`src/rtl/writeback_stage.sv`:
```
// Y86-64 SEQ write-back stage: owns the 16x64 architectural register file and
// commits valE/valM to dstE/dstM on each rising edge.
module writeback_stage (
  input  logic        clk,
  input  logic        rst,
  input  logic [3:0]  icode,
  input  logic [63:0] valM,
  input  logic [63:0] valE,
  input  logic        cond_flag,
  input  logic [3:0]  rA,
  input  logic [3:0]  rB,
  output logic [63:0] reg0,
  output logic [63:0] reg1,
  output logic [63:0] reg2,
  output logic [63:0] reg3,
  output logic [63:0] reg4,
  output logic [63:0] reg5,
  output logic [63:0] reg6,
  output logic [63:0] reg7,
  output logic [63:0] reg8,
  output logic [63:0] reg9,
  output logic [63:0] reg10,
  output logic [63:0] reg11,
  output logic [63:0] reg12,
  output logic [63:0] reg13,
  output logic [63:0] reg14,
  output logic [63:0] reg15
);

  localparam logic [3:0] RNONE = 4'hF;
  localparam logic [3:0] RSP   = 4'h4;

  logic [63:0] rf [16];
  logic [3:0]  dst_e;
  logic [3:0]  dst_m;

  // Operands are only looked at for icodes that use them, so X/Z on an
  // unused specifier never reaches the write decode.
  always_comb begin
    dst_e = RNONE;
    dst_m = RNONE;
    case (icode)
      4'h2: if (cond_flag) dst_e = rB;
      4'h3: dst_e = rB;
      4'h5: dst_m = rA;
      4'h6: dst_e = rB;
      4'h8, 4'h9, 4'hA: dst_e = RSP;
      4'hB: begin
        dst_e = RSP;
        dst_m = rA;
      end
      default: ;
    endcase
  end

  // The valM write is issued last so it takes precedence when dstE == dstM.
  always_ff @(posedge clk) begin
    if (rst) begin
      for (int i = 0; i < 16; i++) rf[i] <= '0;
    end else begin
      if (dst_e != RNONE) rf[dst_e] <= valE;
      if (dst_m != RNONE) rf[dst_m] <= valM;
    end
  end

  assign reg0  = rf[0];
  assign reg1  = rf[1];
  assign reg2  = rf[2];
  assign reg3  = rf[3];
  assign reg4  = rf[4];
  assign reg5  = rf[5];
  assign reg6  = rf[6];
  assign reg7  = rf[7];
  assign reg8  = rf[8];
  assign reg9  = rf[9];
  assign reg10 = rf[10];
  assign reg11 = rf[11];
  assign reg12 = rf[12];
  assign reg13 = rf[13];
  assign reg14 = rf[14];
  assign reg15 = rf[15];

endmodule

```
`config.mk`:
```
export PLATFORM = sky130hd
export DESIGN_NAME = writeback_stage
export DESIGN_NICKNAME = d
export VERILOG_FILES = /design/src/rtl/writeback_stage.sv
export SDC_FILE = /design/constraint.sdc
export NUM_CORES = 1
export LEC_CHECK = 0
export CORE_AREA = 2 2 448 450
export CTS_BUF_LIST = sky130_fd_sc_hd__clkbuf_8
export DETAILED_ROUTE_END_ITERATION = 8
export DIE_AREA = 0 0 450 452
export SYNTH_ARGS = -nofsm -noshare
export SYNTH_HDL_FRONTEND = slang
export SYNTH_SLANG_ARGS = --single-unit
export TNS_END_PERCENT = 20
```
`constraint.sdc`:
```
create_clock -name clk -period 4.3 [get_ports clk]
set_clock_uncertainty 0.2 [all_clocks]
set_input_delay 0.645 -clock clk [delete_from_list [all_inputs] [get_ports clk]]
set_output_delay 0.645 -clock clk [all_outputs]
set_load 0.02 [all_outputs]
```
==> flow_summary_export.csv, run 1 <==
group,metric,value,unit
worst_setup_path,cp_slowest_cell,"clkdlybuf4s50_1",
floorplan,initial_core_util,0.217,
floorplan,pin_count,1167,
synthesis,synth_mux_area_frac,0,
synthesis,synth_edf_count,1024,
cts,cts-hold-fix-buffers,0,
finish,final_util,0.313,
finish,layout.nets,4152,
synthesis,synth_xor_area_frac,0,
timing,hold_viol_final,0,
grt,grt_pass1_wl,326000,um
power_and_ir_drop,p_sw,7.15,mW
grt,grt_overflow,0,
timing,rsz0062_at_grt,"no",
power_and_ir_drop,combPwrFrac,0.152,
placement,dp_hpwl,165000,um
floorplan,die-area,0.203,mm^2
power_and_ir_drop,clkPwrFrac,0.362,
grt,grt_usage,0.239,
hold_path,min_to,"rf[4][27]",
timing,finalSetupViolCount,0,
placement,post-place-ws,0.00253,ns
power_and_ir_drop,p_leak,21.6,nW
cts,cts_setup_buffers,0,
worst_setup_path,cp_max_fo,25,
routing,avgViaCountPerCell,5.21,
worst_setup_path,critPathLaunchType,"input pin",
synthesis,synth-main-ff-cell,"edfxtp_1",
run,max_cap_violations,0,
timing,relSlewSlack,0.105,
hold_path,min_from,"valM[27]",
cts,numClockSinks,1024,
worst_setup_path,crit_path_end_kind,"register",
synthesis,syn_area,0.0430,mm^2
finish,largest_register_ffs,1024,
floorplan,core-area,0.199,mm^2
synthesis,ys_types,47,
routing,drtAntennaViolNets,0,
floorplan,fp-row-count,164,
cts,cts_resized,0,
routing,drt_wl_total,255000,um
timing,setup_tns,0,ns
power_and_ir_drop,peakVddDrop,0.000254,V
grt,antenna_found_initial,28,
timing,fin_crit_sh,0.805,
synthesis,async_flop_share,0,
cts,path_clk_slew,0.06,ns
finish,reg_top3,"rf: 1024 flops",
worst_setup_path,cp.arrival,3.82,ns
cts,cts_tree,"yes",
synthesis,synthTopCellsByArea,"edfxtp_1, a22o_1, o2bb2ai_1, nand2_1, clkbuf_1",
timing,timing.final.ws_setup,0.837,ns
synthesis,yosys_warnings,0,
synthesis,synth_area_per_cell,15.2,um^2
synthesis,synth_common_cells,"edfxtp_1, a22o_1, nand2_1",
worst_setup_path,crit_required,4.66,ns
timing,max_freq,289,MHz
routing,wl_per_cell,37.3,um
finish,top_register,"rf",
worst_setup_path,crit_family,"buffers and inverters",
power_and_ir_drop,p_sw_frac,0.293,
floorplan,die_x,450,um
cts,h-tree-depth,4,
power_and_ir_drop,internal_power,17.2,mW
finish,stdcell_count,6823,
floorplan,die_height,452,um
timing,tightest_slew,1.34,ns
power_and_ir_drop,seqPwrFrac,0.486,
worst_setup_path,crit_chain,"clkdlybuf4s50_1, o21ai_1, nand2b_1, nor3_2, or3_4, buf_4",
synthesis,seq_area_frac_synth,0.715,
timing,slew_viol_final,0,
synthesis,yosysMostFrequentCell,"edfxtp_1",
synthesis,netlist_instances,2826,
grt,grt_pass1_vias,34000,
routing,drt_iter0_markers,5153,
finish,area_growth,44.4,%
synthesis,synth_area_leader_cell,"edfxtp_1",
cts,cts_buffers,182,
worst_setup_path,crit_path_max_incr_delay,0.76,ns
cts,cts_buffer_depth,3,
synthesis,netlist.area_leader.share,0.715,
placement,port-buffer-count,1166,
finish,fill_cells,19800,
worst_setup_path,path_buf_inv,2,
routing,drc,0,
routing,dr_total_vias,35500,
power_and_ir_drop,total_power,24.4,mW
synthesis,ys_ff_latch,1024,
synthesis,synth-compound-area-share,0.203,
synthesis,synthSimpleGateAreaFrac,0.0447,
worst_setup_path,crit_type,"input pin to register",
hold_path,hold_class,"input pin to register",
placement,gp_congestion,0.856,
synthesis,synthAdderAreaFrac,0,
finish,layout-drive-gt1-share,0.116,
routing,first_pass_iters,6,
hold_path,holdPathStages,3,
synthesis,synth_top_family_by_area,"compound AO/OA/AOI/OAI gates",
timing,min_period,3.46,ns
grt,grt_start_max_net_pins,67,
cts,cts-root-buf,"clkbuf_8",
power_and_ir_drop,power_density,392,mW/mm^2
placement,dp.cells,6481,
run_status,status,"finished, final reports clean",
[worst min-delay path, cell delays in order]
cell and delay [ns]:
buf_2 0.29, nand2_1 0.12, o21ai_0 0.07
[cells by family after synthesis]
kind of cell    count (synthesis)
simple gates                  439
other cells                     1
flops                        1024
buf+inv                       372
compound gates                990
[layout make-up]
type | count | area [um^2] | area share
Timing Repair Buffer | 1306 | 13400 | 0.215
Antenna cell | 18 | 45.0 | 0.000725
Clock buffer | 186 | 2560 | 0.0412
Clock inverter | 138 | 761 | 0.0122
Multi-Input combinational cell | 1493 | 11300 | 0.182
Inverter | 2 | 7.51 | 0.000121
Sequential cell | 1024 | 30700 | 0.495
Tap cell | 2656 | 3320 | 0.0535
[through the flow]
step	hold WS, ns	cell area, um^2
after floorplan	0.647	43300
after global placement	1.15	58800
after detailed placement	1.15	58800
after CTS	0.0889	62100
after global routing	0.129	62100
final	0.173	62100
[worst max-delay path by stage]
stage	from	endpoint	slack, ns	cells after the start
floorplan	icode[2]	rf[12][0]	-0.04	8
global route	icode[3]	rf[6][32]	0.83	6
finish	icode[3]	rf[6][32]	0.84	6
global placement	icode[3]	rf[6][32]	0.07	6
detailed placement	icode[3]	rf[6][32]	0.003	6
CTS	icode[3]	rf[6][32]	1.06	6
[power by group through the flow]
stage	logic (mW)	registers, mW	clock network, mW
after floorplan	0.505	12.8	0
after global placement	3.65	12.0	0
after detailed placement	3.67	12.0	0
after CTS	3.68	11.9	8.93
after global routing	3.73	11.9	9.35
final	3.69	11.9	8.82
[routing by layer]
metal / up-vias / wire, um / global-route usage
met5: - / 33 / 0
met2: 3053 / 121000 / 0.394
met1: 18200 / 90100 / 0.275
li1: 13700 / - / -
met4: 4 / 14900 / 0.126
met3: 643 / 28500 / 0.0799
[placed cells by master, fill, tap and decap left out, types with 3 or more instances in the layout]
cell / Yosys / final
inv_1: 2 / 71
nand2_1: 357 / 356
nor2_1: 5 / 4
nor2b_1: 10 / 9
o2bb2ai_2: 49 / 49
diode_2: 0 / 18
o2111ai_4: 0 / 9
buf_4: 9 / 86
o21ai_1: 3 / 3
edfxtp_1: 1024 / 1024
clkinv_2: 0 / 18
o2bb2ai_1: 176 / 176
clkdlybuf4s50_1: 0 / 1157
nor4_2: 1 / 7
o2111a_4: 0 / 3
clkinv_1: 0 / 35
nand4_1: 5 / 5
o21ai_0: 64 / 64
bufinv_16: 0 / 5
a22o_1: 671 / 671
and2_1: 5 / 5
nor3_2: 0 / 11
buf_2: 78 / 7
buf_12: 0 / 55
or3_4: 0 / 15
nand2b_1: 5 / 5
nor4_4: 4 / 5
clkinvlp_4: 0 / 3
inv_8: 0 / 3
conb_1: 1 / 64
clkbuf_8: 0 / 186
(Power assumes the default switching activity.)
==> run 2: changes to the inputs <==
Clock period 4.3 ns to 2.81 ns, I/O delays scaled along.
==> run 2 against run 1 <==
Core utilization is 1.5 points higher. The run now ends with setup timing left. Critical endpoint is now rf[11][1]. Sequential power is 53% higher. Worst hold slack improved by 0.0038 ns. Global-route usage up 0.11 points.
==> flow_summary_export.csv, run 2 (synthesis gave the netlist of run 1 again) <==
group,metric,value,unit
run_status,status,"finished, violations left",
run_status,violations,"setup timing",
timing,tightest_slew,0.960,ns
worst_setup_path,crit_type,"input pin to register",
worst_setup_path,startpoint,"icode[0]",
run,max_cap_violations,0,
cts,h-tree-depth,4,
routing,drt_iter0_markers,4448,
finish,area_growth,51.1,%
timing,hold_viol_final,0,
finish,layout-drive-gt1-share,0.174,
finish,stdcell_count,7105,
timing,min_period,2.88,ns
timing,slew_viol_final,0,
cts,cts_tree,"yes",
placement,dp_hpwl,180000,um
grt,grt_usage,0.240,
routing,drt_wl_total,255000,um
floorplan,core-area,0.199,mm^2
routing,wl_per_cell,35.9,um
floorplan,pin_count,1167,
power_and_ir_drop,clkPwrFrac,0.362,
cts,cts_buffer_depth,3,
floorplan,fp-row-count,164,
floorplan,die_height,452,um
power_and_ir_drop,peakVddDrop,0.000376,V
floorplan,die_x,450,um
grt,grt_start_max_net_pins,65,
worst_setup_path,crit_required,3.44,ns
power_and_ir_drop,combPwrFrac,0.155,
timing,fin_crit_sh,1.02,
finish,final_common_cell,"clkdlybuf4s50_1",
worst_setup_path,crit_family,"buffers and inverters",
finish,largest_register_ffs,1024,
worst_setup_path,path_depth,9,
power_and_ir_drop,internal_power,26.6,mW
worst_setup_path,path_buf_inv,5,
cts,numClockSinks,1024,
grt,grt_pass1_wl,328000,um
finish,reg_top3,"rf: 1024 flops",
floorplan,initial_core_util,0.217,
power_and_ir_drop,p_sw_frac,0.294,
timing,timing.final.ws_setup,-0.0675,ns
cts,cts-root-buf,"clkbuf_8",
power_and_ir_drop,seqPwrFrac,0.482,
worst_setup_path,crit_path_end_kind,"register",
timing,max_freq,348,MHz
power_and_ir_drop,power_density,580,mW/mm^2
worst_setup_path,crit_path_max_incr_delay,0.64,ns
grt,grt_pass1_vias,35000,
worst_setup_path,cp.arrival,3.50,ns
routing,avgViaCountPerCell,5.12,
hold_path,min_from,"valE[36]",
worst_setup_path,cp_slowest_cell,"or4_4",
worst_setup_path,cp_max_fo,12,
cts,path_clk_slew,0.07,ns
power_and_ir_drop,p_leak,23.3,nW
finish,layout.nets,4447,
power_and_ir_drop,p_sw,11.1,mW
hold_path,holdPathStages,4,
routing,first_pass_iters,6,
hold_path,hold_class,"input pin to register",
timing,finalSetupViolCount,1,
routing,drc,0,
timing,rsz0062_at_grt,"no",
power_and_ir_drop,total_power,37.7,mW
grt,grt_overflow,0,
worst_setup_path,cp_common_cell,"buf_4",
grt,antenna_found_initial,30,
floorplan,die-area,0.203,mm^2
routing,drtAntennaViolNets,0,
routing,dr_total_vias,36400,
finish,layout.cells.most_common_list,"clkdlybuf4s50_1, edfxtp_1, a22o_1, nand2_1, buf_4",
placement,port-buffer-count,1166,
cts,cts_buffers,185,
placement,gp_congestion,0.860,
worst_setup_path,crit_chain,"clkdlybuf4s50_1, or4_4, buf_4, o211ai_1, buf_4, nand4_1, buf_12, o2bb2ai_1, dlygate4sd3_1",
worst_setup_path,critPathLaunchType,"input pin",
placement,dp.cells,6765,
timing,relSlewSlack,0.358,
finish,top_register,"rf",
## run 2: changes by cell type in the layout (fill, tap and decap cells not counted), moves of 5 or more
cell | previous run | this run
buf_12 | 55 | 107
buf_4 | 86 | 318
clkdlybuf4s50_1 | 1157 | 1114
diode_2 | 18 | 13
dlygate4sd2_1 | 0 | 46
dlygate4sd3_1 | 0 | 8
inv_1 | 71 | 58
## run 2: timing repair
item,in CTS,in global routing
endpoints found under the hold margin,33,0
pin swaps,0,0
endpoints found under the setup margin,46,22
setup buffers,0,0
resized for setup,46,4
hold buffers,8,0
## run 2: cell type report
| type | count | area (um^2) |
|---|---|---|
| timing repair buffer | 1598 | 16200 |
| multi-input combinational | 1493 | 11400 |
| inverter | 2 | 7.51 |
| fill | 19600 | 134000 |
| antenna | 13 | 32.5 |
| sequential | 1024 | 30700 |
| clock inverter | 131 | 777 |
| tap | 2656 | 3320 |
| clock buffer | 188 | 2590 |
## run 2: metrics by stage
| stage | setup slack, ns | hold slack, ns | setup TNS [ns] | util | instance area, um^2 |
|---|---|---|---|---|---|
| 6_report | -0.0675 | 0.177 | -0.0675 | 0.327 | 65000 |
| 5_1_grt | 0.0119 | 0.114 | 0 | 0.327 | 65000 |
| 4_1_cts | 0.000951 | 0.0335 | 0 | 0.327 | 65000 |
| 3_5_place_dp | -1.01 | 0.972 | -944.09 | 0.310 | 61600 |
| 3_3_place_gp | -0.977 | 0.950 | -914.82 | 0.310 | 61600 |
| 2_1_floorplan | -1.30 | 0.423 | -758.90 | - | 43300 |
## run 2: worst paths after layout
path / slack [ns] / end
worst max-delay path: -0.07 / rf[11][1]
worst min-delay path: 0.18 / rf[13][36]
## run 2: power by group through the flow
stage | Sequential (mW) | Combinational, mW | Clock, mW
5_1_grt | 18.2 | 5.94 | 14.5
2_1_floorplan | 19.6 | 0.780 | 0
6_report | 18.2 | 5.86 | 13.7
4_1_cts | 18.2 | 5.84 | 13.9
3_3_place_gp | 18.5 | 5.82 | 0
3_5_place_dp | 18.5 | 5.85 | 0
## run 2: per-layer routing
metal  wire (um)  share of wire  track usage  vias to the layer above
li1            -              -            -                    14200
met1       90900           0.36        0.278                    18500
met2      122000           0.48        0.398                     3004
met3       26900           0.11       0.0717                      641
met4       14900          0.058        0.132                        2
met5          13       0.000051            0                        -
